**src/rtl/msrv32_pc_fetch_pkg.sv**
```systemverilog
// ============================================================================
// Module   : msrv32_pc_fetch_pkg
// Brief    : Shared encodings for the fetch stage (PC source, NOP, FSM states)
// Revision : 1.0 - initial release
// ============================================================================
`default_nettype none

package msrv32_pc_fetch_pkg;

    localparam logic [1:0] PC_SRC_BOOT = 2'b00;
    localparam logic [1:0] PC_SRC_EPC  = 2'b01;
    localparam logic [1:0] PC_SRC_TRAP = 2'b10;
    localparam logic [1:0] PC_SRC_NEXT = 2'b11;

    // addi x0, x0, 0
    localparam logic [31:0] NOP_INSTR = 32'h0000_0013;

    typedef logic [1:0] fetch_state_t;

    localparam fetch_state_t ST_BOOT  = 2'd0;
    localparam fetch_state_t ST_RUN   = 2'd1;
    localparam fetch_state_t ST_WAIT  = 2'd2;
    localparam fetch_state_t ST_FLUSH = 2'd3;

endpackage

`default_nettype wire

```
**src/rtl/msrv32_pc_mux.sv**
```systemverilog
// ============================================================================
// Module   : msrv32_pc_mux
// Brief    : Combinational next-PC selection with redirect/misalign decode
// Revision : 1.0 - initial release
// ============================================================================
`default_nettype none

module msrv32_pc_mux #(
    parameter logic [31:0] BOOT_ADDRESS = 32'h0000_0000
) (
    input  logic [1:0]  pc_src_in,
    input  logic        branch_taken_in,
    input  logic [31:0] iaddr_in,
    input  logic [31:0] epc_in,
    input  logic [31:0] trap_address_in,
    input  logic [31:0] pc_in,
    output logic [31:0] next_pc_out,
    output logic        redirect_out,
    output logic        misaligned_out
);
    import msrv32_pc_fetch_pkg::*;

    logic [31:0] w_branch_target;

    // Bit 0 of a jump target is architecturally ignored (JALR semantics)
    assign w_branch_target = iaddr_in & ~32'h0000_0001;

    always_comb begin
        next_pc_out = pc_in + 32'd4;
        case (pc_src_in)
            PC_SRC_BOOT: next_pc_out = BOOT_ADDRESS;
            PC_SRC_EPC:  next_pc_out = epc_in;
            PC_SRC_TRAP: next_pc_out = trap_address_in;
            default: begin
                if (branch_taken_in) begin
                    next_pc_out = w_branch_target;
                end
            end
        endcase
    end

    assign misaligned_out = (pc_src_in == PC_SRC_NEXT) & branch_taken_in & iaddr_in[1];
    assign redirect_out   = (pc_src_in != PC_SRC_NEXT) | (branch_taken_in & ~iaddr_in[1]);

endmodule

`default_nettype wire

```
**src/rtl/msrv32_pc_fetch.sv**
```systemverilog
// ============================================================================
// Module   : msrv32_pc_fetch
// Brief    : RV32 fetch stage: PC register, fetch FSM, flush/NOP insertion
// Revision : 1.0 - initial release
// ============================================================================
`default_nettype none

module msrv32_pc_fetch #(
    parameter logic [31:0] BOOT_ADDRESS = 32'h0000_0000,
    parameter logic [31:0] NOP_INSTR    = msrv32_pc_fetch_pkg::NOP_INSTR
) (
    input  logic        ms_riscv32_mp_clk_in,
    input  logic        ms_riscv32_mp_rst_in,
    input  logic        branch_taken_in,
    input  logic [31:0] iaddr_in,
    input  logic [1:0]  pc_src_in,
    input  logic [31:0] epc_in,
    input  logic [31:0] trap_address_in,
    input  logic        instr_hready_in,
    input  logic [31:0] instr_in,
    output logic [31:0] pc_out,
    output logic [31:0] iaddr_out,
    output logic [31:0] pc_plus_4_out,
    output logic [31:0] instr_out,
    output logic        instr_valid_out,
    output logic        misaligned_instr_out,
    output logic        flush_out
);
    import msrv32_pc_fetch_pkg::*;

    fetch_state_t r_state;
    fetch_state_t w_state_next;
    logic [31:0]  r_pc;
    logic [31:0]  w_pc_next;
    logic         r_misaligned;
    logic         w_misaligned_next;

    logic [31:0]  w_mux_pc;
    logic         w_redirect;
    logic         w_misaligned_branch;
    logic         w_issue;

    msrv32_pc_mux #(
        .BOOT_ADDRESS (BOOT_ADDRESS)
    ) u_pc_mux (
        .pc_src_in       (pc_src_in),
        .branch_taken_in (branch_taken_in),
        .iaddr_in        (iaddr_in),
        .epc_in          (epc_in),
        .trap_address_in (trap_address_in),
        .pc_in           (r_pc),
        .next_pc_out     (w_mux_pc),
        .redirect_out    (w_redirect),
        .misaligned_out  (w_misaligned_branch)
    );

    // An instruction is handed to decode only in RUN/WAIT with memory ready
    assign w_issue = ((r_state == ST_RUN) | (r_state == ST_WAIT)) & instr_hready_in;

    always_comb begin
        w_state_next      = r_state;
        w_pc_next         = r_pc;
        w_misaligned_next = 1'b0;
        case (r_state)
            ST_BOOT: begin
                w_state_next = ST_RUN;
            end
            ST_RUN, ST_WAIT: begin
                if (!instr_hready_in) begin
                    w_state_next = ST_WAIT;
                end else if (w_misaligned_branch) begin
                    // Hold the PC and flag the fault; the trap logic redirects later
                    w_misaligned_next = 1'b1;
                    w_state_next      = ST_RUN;
                end else begin
                    w_pc_next    = w_mux_pc;
                    w_state_next = w_redirect ? ST_FLUSH : ST_RUN;
                end
            end
            ST_FLUSH: begin
                if (instr_hready_in) begin
                    w_state_next = ST_RUN;
                end
            end
            default: begin
                w_state_next = ST_BOOT;
            end
        endcase
    end

    always_ff @(posedge ms_riscv32_mp_clk_in) begin
        if (ms_riscv32_mp_rst_in) begin
            r_state      <= ST_BOOT;
            r_pc         <= BOOT_ADDRESS;
            r_misaligned <= 1'b0;
        end else begin
            r_state      <= w_state_next;
            r_pc         <= w_pc_next;
            r_misaligned <= w_misaligned_next;
        end
    end

    // The fetch address is the value the PC register will take next
    assign iaddr_out            = w_pc_next;
    assign pc_out               = r_pc;
    assign pc_plus_4_out        = r_pc + 32'd4;
    assign instr_valid_out      = w_issue;
    assign instr_out            = w_issue ? instr_in : NOP_INSTR;
    assign misaligned_instr_out = r_misaligned;
    assign flush_out            = (r_state == ST_FLUSH);

endmodule

`default_nettype wire

```
**config.mk**
```make
export PLATFORM = sky130hd
export DESIGN_NAME = msrv32_pc_fetch
export DESIGN_NICKNAME = d
export VERILOG_FILES = /design/src/rtl/msrv32_pc_fetch_pkg.sv /design/src/rtl/msrv32_pc_mux.sv /design/src/rtl/msrv32_pc_fetch.sv
export SDC_FILE = /design/constraint.sdc
export NUM_CORES = 1
export LEC_CHECK = 0
export ABC_AREA = 1
export BUFFER_PORTS_ARGS = -buffer_cell sky130_fd_sc_hd__buf_2
export CORE_UTILIZATION = 36
export DETAILED_ROUTE_END_ITERATION = 10
export GPL_TIMING_DRIVEN = 0
export PLACE_DENSITY_LB_ADDON = 0.15
export SLEW_MARGIN = 5
export SYNTH_ARGS = -nofsm -noshare
export SYNTH_HDL_FRONTEND = slang
export SYNTH_SLANG_ARGS = --single-unit
```
**constraint.sdc**
```tcl
create_clock -name ms_riscv32_mp_clk_in -period 3.6 [get_ports ms_riscv32_mp_clk_in]
set_input_delay 0.36 -clock ms_riscv32_mp_clk_in [delete_from_list [all_inputs] [get_ports ms_riscv32_mp_clk_in]]
set_output_delay 0.36 -clock ms_riscv32_mp_clk_in [all_outputs]
set_load 0.02 [all_outputs]
```
==> results of run 1 <==
==> worst min-delay path, stage by stage <==
cell     delay, ps
buf_2          110
nand2_1        100
nor3_1          50
==> power by group through the flow <==
stage	clock network [uW]	logic, uW	registers, uW
after global placement	0	1070	527
after CTS	397	1070	518
after detailed placement	0	1070	527
after global routing	419	1170	528
after floorplan	0	617	572
final	387	1070	518
==> routing by layer <==
metal,global-route usage,routed length [um],share of wire,up-vias
li1,-,-,-,2520
met1,0.3788,6704,0.44,2154
met2,0.4770,7269,0.48,201
met3,0.05746,1151,0.075,12
met4,0.06374,173,0.011,0
met5,0,0,0,-
==> flip-flops by register name, summed over array words and instances, names as in the netlist <==
| name | cells |
|---|---|
| r_state | 2 |
| pc_out | 32 |
| misaligned_instr_out | 1 |
==> final timing paths <==
| check | from | to | slack (ps) | cells after the start |
|---|---|---|---|---|
| max | r_state[0] | iaddr_out[30] | 930 | 10 |
| min reg2reg | r_state[1] | r_state[1] | 510 | 2 |
| max reg2reg | r_state[0] | pc_out[30] | 1620 | 9 |
| min | iaddr_in[1] | misaligned_instr_out | 380 | 3 |
==> metrics by stage <==
| stage | hold WS, ps | worst slack, ps | cells | total power (uW) | cell area, um2 |
|---|---|---|---|---|---|
| finish | 381.8 | 928.2 | 1046 | 1977 | 5186 |
| detailed placement | 507.6 | 1267 | 1038 | 1596 | 5069 |
| global route | 387.1 | 792.2 | 1046 | 2114 | 5186 |
| global placement | 505.5 | 1262 | 1038 | 1594 | 5069 |
| floorplan | 483.5 | 1327 | 645 | 1189 | 3601 |
| CTS | 384.1 | 940.9 | 1046 | 1987 | 5186 |
==> layout make-up <==
class | instances | share of cell area
plain buffers | 34 | 0.02967
clock buffers | 6 | 0.01592
clock inverters | 2 | 0.006755
inverters | 96 | 0.06948
multi-input cells | 480 | 0.4601
flip-flops and latches | 35 | 0.1351
well taps | 133 | 0.03209
repair buffers | 260 | 0.2509
==> Yosys cell counts <==
cell type,number,area [um2]
buf_2,12,60.06
nand4_1,1,6.260
nor2_4,8,90.09
xnor2_1,2,17.52
nor2_2,7,43.79
and2_1,4,25.02
or2_2,6,37.54
nor3_1,2,10.01
dfxtp_1,35,700.7
nand2_4,2,22.52
nor2_8,3,60.06
or2_0,2,12.51
a31oi_1,1,6.260
buf_1,1,3.750
clkbuf_1,18,67.56
nand2_1,200,750.7
nand3_1,86,430.4
o211ai_1,2,15.01
ha_1,2,25.02
a211oi_1,25,187.7
o21ai_0,7,35.03
inv_1,92,345.3
a21oi_1,9,45.04
buf_4,3,22.52
xor2_2,8,130.1
nand2_2,8,50.05
xor2_1,5,43.79
inv_2,4,15.01
nor3b_1,1,7.510
nor2_1,89,334.1
==> cells by family (layout without fill, tap and decap cells) <==
logic type | Yosys count | in the layout
adder cells (fa/ha/maj) | 2 | 2
XOR/XNOR | 15 | 15
buffers and inverters | 130 | 398
flip-flops | 35 | 35
AO/OA/AOI/OAI | 44 | 44
AND/OR/NAND/NOR | 419 | 419
==> run_results.csv, run 1 <==
group,metric,value,unit
critical_path,cpMostUsedCell,"nand2_1",
clocking,hold_buffers,0,
synth,muxShareOfSynthArea,0,
timing,min_period_over_period,0.7422,
route,vias,4887,
flow_run,max_cap_violations,0,
pwr,p_leak,0.003208,uW
cells_and_area,final_common_cell,"buf_2",
critical_path,end_kind,"primary output",
pwr,intPower,1024,uW
synth,synth.distinct_cells,30,
cells_and_area,post-route-util,0.5331,
cells_and_area,area_growth_syn_to_layout,44.02,%
timing,worst_clock_skew,18.05,ps
floorplan,core-area,0.009729,mm2
timing,worst_pin_slew,654.4,ps
worst_hold_path,min_path_type,"input port to register",
critical_path,slowest_stage,"a211oi_1",
pwr,power_frac_comb,0.542,
critical_path,slowest_delay,340,ps
critical_path,criticalPathCategory,"register to primary output",
pwr,vdd.ir_drop.worst,0.1752,mV
cells_and_area,drive_gt1_frac,0.3604,
synth,synth_compound_area_frac,0.08026,
global_route,grt_usage,0.2857,
cells_and_area,final_cell_mix,"buf_2, nand2_1, inv_1",
clocking,cts_root_buffer,"clkbuf_8",
global_route,grt_max_degree,12,
clocking,cts_buffer_depth,2,
cells_and_area,num_antenna_cells,0,
critical_path,required,3240,ps
clocking,cts_setup_buffers,0,
route,drt-total-wl,15.30,mm
global_route,grt_pass1_vias,4219,
timing,setup_violations,0,
synth,synth_top_family_by_area,"simple AND/OR/NAND/NOR gates",
timing,finalSetupTns,0,ps
pwr,netSwitchingPower,952.9,uW
timing,finalHoldViolations,0,
critical_path,path_delay_family,"buffers and inverters",
cells_and_area,multiInputGateArea,0.002386,mm2
floorplan,start_util,0.3701,
critical_path,worstPathCellList,"ha_1 > nand2_1 > inv_1 > nand2_1 > buf_2 > a211oi_1 > nand2_1 > nand2_1 > inv_1 > buf_2",
timing,relSlewSlack,0.5637,
synth,synth_xor_area_frac,0.05316,
critical_path,startpoint_type,"register",
clocking,clock_sinks,35,
synth,syn_area,0.003601,mm2
cells_and_area,nFillCells,1122,
floorplan,die_y,102.0,um
clocking,numCtsBuffers,5,
critical_path,cp.arrival,2310,ps
critical_path,cp_max_fo,10,
floorplan,num_rows,36,
timing,rsz0062_at_grt,"false",
clocking,cts_resized,0,
critical_path,critPathBufInv,4,
placed_design,routabilityCongestion,0.8695,
route,drc_errors,0,
synth,syn-instance-count,645,
placed_design,portBuffers,260,
floorplan,die_x,102.0,um
pwr,power_frac_seq,0.262,
timing,slew_violations,0,
synth,avgSynthCellArea,5.583,um2
synth,yosys_warnings,0,
clocking,cts_max_level,2,
outcome,outcome,"completed",
synth,synth_fa_ha_area_frac,0.006949,
cells_and_area,regArea,700.7,um2
synth,ys_seq_area_frac,0.1946,
floorplan,dieArea,0.01041,mm2
global_route,grt_pass1_wl,22.23,mm
route,drt-pass1-iter-count,7,
global_route,antenna_found_initial,0,
pwr,p_per_area,381.1,mW/mm2
cells_and_area,final_nets,1048,
synth,synth_fp_nets,781,
route,viasPerCell,4.672,
pwr,swShare,0.4821,
route,ant_nets,0,
global_route,overflow,0,
pwr,clkPwrFrac,0.196,
timing,max_freq,374.3,MHz
synth,synth-simple-area-share,0.5222,
clocking,clk_pin_slew,70,ps
timing,period_needed,2672,ps
route,initialDrtViolationCount,210,
synth,synth-seq-cells,35,
clocking,clk_latency,300,ps
clocking,cts_tree,"yes",
floorplan,ioPinCount,265,
placed_design,hpwl,12.73,mm
route,wl_per_cell,14.63,um
No activity file was read; power rests on OpenSTA's default activity.
==> run 2, diff against run 1 <==
- ABC_AREA: 1 -> 0
- clock period: 3.6 -> 2.45 ns (I/O delays scaled with it)
==> run_results.csv, run 2 <==
group,metric,value,unit
route,wl_per_cell,18.80,um
synth,syn_area,0.003595,mm2
timing,worst_clock_skew,9.816,ps
cells_and_area,largest_register_ffs,32,
synth,synth-seq-cells,35,
timing,worst_pin_slew,743.7,ps
placed_design,hpwl,12.60,mm
clocking,cts_buffer_depth,2,
synth,synth.distinct_cells,65,
floorplan,num_rows,36,
route,viasPerCell,5.621,
route,drc_errors,0,
timing,period_needed,2449,ps
synth,avgSynthCellArea,7.381,um2
global_route,overflow,0,
global_route,grt_max_degree,12,
synth,synth_fa_ha_area_frac,0.006961,
synth,yosys_warnings,0,
route,initialDrtViolationCount,270,
clocking,cts_root_buffer,"clkbuf_8",
floorplan,die_x,101.9,um
global_route,grt_pass1_vias,4717,
floorplan,core-area,0.009729,mm2
cells_and_area,num_antenna_cells,0,
synth,muxShareOfSynthArea,0.01427,
timing,relSlewSlack,0.5042,
synth,synth_xor_area_frac,0.06822,
synth,synth_fp_nets,623,
outcome,outcome,"completed",
synth,ys.flop_type,"dfxtp_1",
clocking,clk_latency,300,ps
synth,synth_most_common_cell,"a22o_1",
clocking,clk_pin_slew,80,ps
synth,synth-simple-area-share,0.3540,
worst_hold_path,min_path_type,"input port to register",
synth,synth_commonest_cells,"a22o_1, and3_1, nand2_1",
cells_and_area,multiInputGateArea,0.002927,mm2
cells_and_area,regArea,745.7,um2
global_route,grt_usage,0.3134,
clocking,clock_sinks,35,
critical_path,cp.arrival,2200,ps
global_route,grt_pass1_wl,24.50,mm
cells_and_area,final_nets,924,
placed_design,routabilityCongestion,0.9016,
placed_design,portBuffers,261,
cells_and_area,post-route-util,0.6076,
timing,setup_violations,0,
placed_design,pre_cts_slack,-448.5,ps
cells_and_area,nFillCells,934,
cells_and_area,final_cell_mix,"buf_2, a22o_1, and3_1, buf_4, nand2_1",
cells_and_area,stdcell_area,0.005912,mm2
timing,max_freq,408.3,MHz
clocking,cts_tree,"yes",
synth,syn-instance-count,487,
timing,finalHoldViolations,0,
timing,slew_violations,0,
global_route,antenna_found_initial,0,
clocking,numCtsBuffers,5,
synth,yosysTopAreaCellShare,0.1949,
pwr,p_per_area,417.5,mW/mm2
synth,ys_seq_area_frac,0.1949,
synth,synth_top_family_by_area,"simple AND/OR/NAND/NOR gates",
cells_and_area,final_common_cell,"buf_2",
floorplan,die_y,101.9,um
critical_path,startpoint_type,"register",
synth,synth_top_area_cell,"dfxtp_1",
pwr,p_leak,0.003185,uW
clocking,cts_max_level,2,
timing,rsz0062_at_grt,"true",
cells_and_area,area_growth_syn_to_layout,64.46,%
route,drt-pass1-iter-count,7,
synth,synth.area.top_cells,"dfxtp_1, a22o_1, and3_1",
floorplan,ioPinCount,265,
route,ant_nets,0,
route,drt-total-wl,17.33,mm
synth,synth_compound_area_frac,0.2927,
synth,synthArstFlopShare,0,
critical_path,cp_max_fo,3,
timing,min_period_over_period,0.9996,
synth,synth_edf_count,0,
route,vias,5183,
pwr,power.total,2468,uW
cells_and_area,drive_gt1_frac,0.5082,
critical_path,required,2200,ps
critical_path,end_kind,"primary output",
critical_path,criticalPathCategory,"register to primary output",
pwr,vdd.ir_drop.worst,0.2598,mV
floorplan,start_util,0.3695,
floorplan,dieArea,0.01039,mm2
clocking,hold_buffers,0,
placed_design,placed_area,0.005067,mm2
timing,fin_ws,0.8813,ps
flow_run,max_cap_violations,0,
==> run 2: changes by cell type after synthesis, moves of 41 or more <==
cell,previous run,this run
and3_1,0,41
nor2_1,89,21
a22o_1,0,42
inv_1,92,8
nand2_1,200,40
nand3_1,86,20
==> run 2: layout make-up <==
cell class	instances	area share
buffer	46	0.04635
sequential	35	0.1261
inverter	9	0.007196
multi-input combinational	394	0.4950
tap	133	0.02815
timing repair buffer	297	0.2772
clock buffer	6	0.01397
clock inverter	2	0.005926
==> run 2: worst max-delay path, cell delays in order, from the launching register on <==
cell and delay [ps]:
dfxtp_2 340, buf_6 110, nand4_4 110, or4_4 580, nor4_4 260, o21ai_2 110, a22o_1 260, buf_6 130
==> run 2: routing by layer <==
metal,up-vias,share of wire,track usage,routed length [um]
li1,2426,-,-,-
met1,2440,0.38,0.3482,6594
met2,276,0.51,0.5868,8885
met3,41,0.076,0.05814,1313
met4,0,0.031,0.1253,536
met5,-,0,0,0
==> run 2: power breakdown <==
| part | total (uW) | switching [uW] | internal (uW) |
|---|---|---|---|
| registers | 675 | 66.1 | 609 |
| clock network | 573 | 243 | 330 |
| logic | 1220 | 728 | 493 |
==> run 2: path summary, 6_finish.rpt <==
path / start / end / slack (ps) / depth (start not counted)
max reg2reg: pc_out[15] / pc_out[26] / 320 / 8
max: pc_out[15] / iaddr_out[26] / 0.9 / 7
min: iaddr_in[1] / misaligned_instr_out / 290 / 3
min reg2reg: pc_out[13] / pc_out[13] / 560 / 2
==> run 2: logic make-up after synthesis <==
| logic type | Yosys count |
|---|---|
| AOI/OAI and AO/OA | 145 |
| xor gates and xnor gates | 28 |
| adders and majority gates | 2 |
| buffers and inverters | 58 |
| DFF | 35 |
| muxes | 5 |
| and+or+nand+nor | 214 |
==> run 2: stage by stage <==
| stage | hold slack (ps) | TNS (ps) | cells |
|---|---|---|---|
| after floorplan | 408.9 | 0 | 487 |
| after global placement | 550.1 | -6946 | 881 |
| after detailed placement | 569.3 | -8919 | 881 |
| after CTS | 264.1 | 0 | 914 |
| after global routing | 302.2 | -424.5 | 922 |
| final | 285.4 | 0 | 922 |
==> run 2: what timing repair did <==
| item | CTS | global route |
|---|---|---|
| gates cloned | 0 | 0 |
| pin swaps | 11 | 23 |
| buffers inserted | 26 | 11 |
| resized for setup | 76 | 72 |
| setup endpoints to repair | 62 | 30 |
==> run 3, diff against run 2 <==
- clock period: 2.45 -> 2.2 ns (I/O delays scaled with it)
==> run_results.csv, run 3 (synthesis results as in run 2) <==
group,metric,value,unit
placed_design,placed_area,0.005124,mm2
route,drc_errors,0,
floorplan,start_util,0.3695,
cells_and_area,final_common_cell,"buf_2",
timing,min_period_over_period,1.136,
timing,slew_violations,0,
global_route,grt_max_degree,11,
critical_path,startpoint_type,"register",
timing,rsz0062_at_grt,"true",
timing,finalSetupTns,-5374,ps
placed_design,dp.cells,881,
pwr,netSwitchingPower,1208,uW
pwr,power_frac_comb,0.532,
cells_and_area,regArea,750.7,um2
timing,fin_ws,-298.9,ps
route,initialDrtViolationCount,499,
cells_and_area,final_nets,958,
flow_run,max_cap_violations,0,
cells_and_area,largest_register_ffs,32,
route,vias,5567,
floorplan,die_y,101.9,um
timing,max_freq,400.2,MHz
cells_and_area,area_growth_syn_to_layout,81.48,%
outcome,outcome,"complete, but fails checks",
floorplan,dieArea,0.01039,mm2
pwr,swShare,0.4285,
critical_path,reg2reg_from,"pc_out[4]",
route,drt-pass1-iter-count,5,
clocking,clk_pin_slew,80,ps
clocking,hold_buffers,0,
route,drt-total-wl,18.69,mm
clocking,cts_buffer_depth,2,
clocking,numCtsBuffers,5,
critical_path,end_kind,"primary output",
clocking,clock_sinks,35,
cells_and_area,post-route-util,0.6705,
timing,relSlewSlack,0.5019,
worst_hold_path,min_path_type,"input port to register",
cells_and_area,final_cell_mix,"buf_2, buf_4, a22o_1",
clocking,cts_tree,"yes",
placed_design,portBuffers,261,
critical_path,cp.arrival,2280,ps
outcome,failed_checks,"setup timing",
cells_and_area,final_cells,956,
route,wl_per_cell,19.55,um
timing,whs,247.5,ps
global_route,antenna_found_initial,0,
placed_design,hpwl,12.66,mm
pwr,intPower,1611,uW
global_route,grt_pass1_wl,26.12,mm
cells_and_area,drive_gt1_frac,0.5626,
cells_and_area,nFillCells,834,
floorplan,core-area,0.009729,mm2
critical_path,r2r_slack,40,ps
pwr,p_leak,0.003507,uW
critical_path,required,1980,ps
pwr,power_frac_seq,0.268,
worst_hold_path,worstHoldEndpoint,"misaligned_instr_out",
worst_hold_path,holdPathStages,3,
floorplan,ioPinCount,265,
clocking,clk_latency,300,ps
route,ant_nets,0,
floorplan,die_x,101.9,um
global_route,overflow,0,
pwr,p_per_area,432.0,mW/mm2
pwr,vdd.ir_drop.worst,0.2276,mV
global_route,grt_pass1_vias,5088,
critical_path,cp_max_fo,7,
critical_path,criticalPathCategory,"register to primary output",
timing,finalHoldViolations,0,
clocking,cts_root_buffer,"clkbuf_8",
clocking,cts_max_level,2,
critical_path,ff2ff_path_depth,10,
timing,worst_pin_slew,747.1,ps
floorplan,num_rows,36,
route,viasPerCell,5.823,
critical_path,reg2reg_to,"pc_out[23]",
cells_and_area,num_antenna_cells,0,
timing,setup_violations,34,
cells_and_area,stdcell_area,0.006524,mm2
cells_and_area,multiInputGateArea,0.003108,mm2
global_route,grt_usage,0.3321,
worst_hold_path,hold_path.startpoint,"iaddr_in[1]",
timing,period_needed,2499,ps
timing,worst_clock_skew,3.267,ps
pwr,clkPwrFrac,0.200,
placed_design,routabilityCongestion,0.9303,
==> run 3: cell types whose count changed in the layout (fill, tap and decap cells not counted), moves of 4 or more <==
cell,change
xnor2_1,-6
buf_4,+45
buf_2,-29
o21ai_0,-7
nand3_1,-6
xnor2_2,+6
o21ai_1,+4
nand3_2,+4
buf_6,+16
==> run 3: cell type report <==
class,count,area share
Clock buffer,8,0.01534
Timing Repair Buffer,334,0.3186
Tap cell,133,0.02551
Buffer,43,0.04219
Multi-Input combinational cell,394,0.4764
Inverter,9,0.006904
Sequential cell,35,0.1151
==> run 3: worst max-delay path: stages, from the launching register on <==
cell,delay [ps]
dfxtp_4,400
nand4_4,140
or4_4,620
nor4_4,350
buf_4,170
xor2_1,140
buf_4,160
==> run 3: per-stage QoR <==
stage               setup WS (ps)  total power (uW)
global route               -400.8              2930
detailed placement         -574.3              1988
finish                     -298.9              2818
global placement           -542.6              1970
CTS                        -214.6              2704
floorplan                   1.857              1506
==> run 3: per-layer routing <==
metal  GRT usage  vias to the layer above  routed length (um)
met5           0                        -                   0
met1      0.3872                     2577                6733
met2      0.5847                      387                9242
met4      0.1747                        0                 946
li1            -                     2507                   -
met3     0.05472                       96                1770
==> run 3: what timing repair did <==
item	CTS	global route
pin swaps	46	46
setup endpoints to repair	81	45
buffers inserted	45	31
gates resized for setup	149	74
==> run 3: power groups by stage <==
stage / Combinational [uW] / Clock [uW] / Sequential (uW)
after floorplan: 716 / 0 / 790
after global placement: 1220 / 0 / 753
after detailed placement: 1230 / 0 / 756
after CTS: 1400 / 556 / 751
after global routing: 1590 / 579 / 760
final: 1500 / 564 / 755
==> run 3: worst max-delay path by stage <==
stage	start	to	slack (ps)
2_1_floorplan	pc_out[5]	iaddr_out[23]	2
3_3_place_gp	r_state[1]	iaddr_out[22]	-540
3_5_place_dp	r_state[1]	iaddr_out[13]	-570
4_1_cts	pc_out[4]	iaddr_out[15]	-210
5_1_grt	pc_out[4]	iaddr_out[25]	-400
6_report	pc_out[13]	pc_plus_4_out[26]	-300
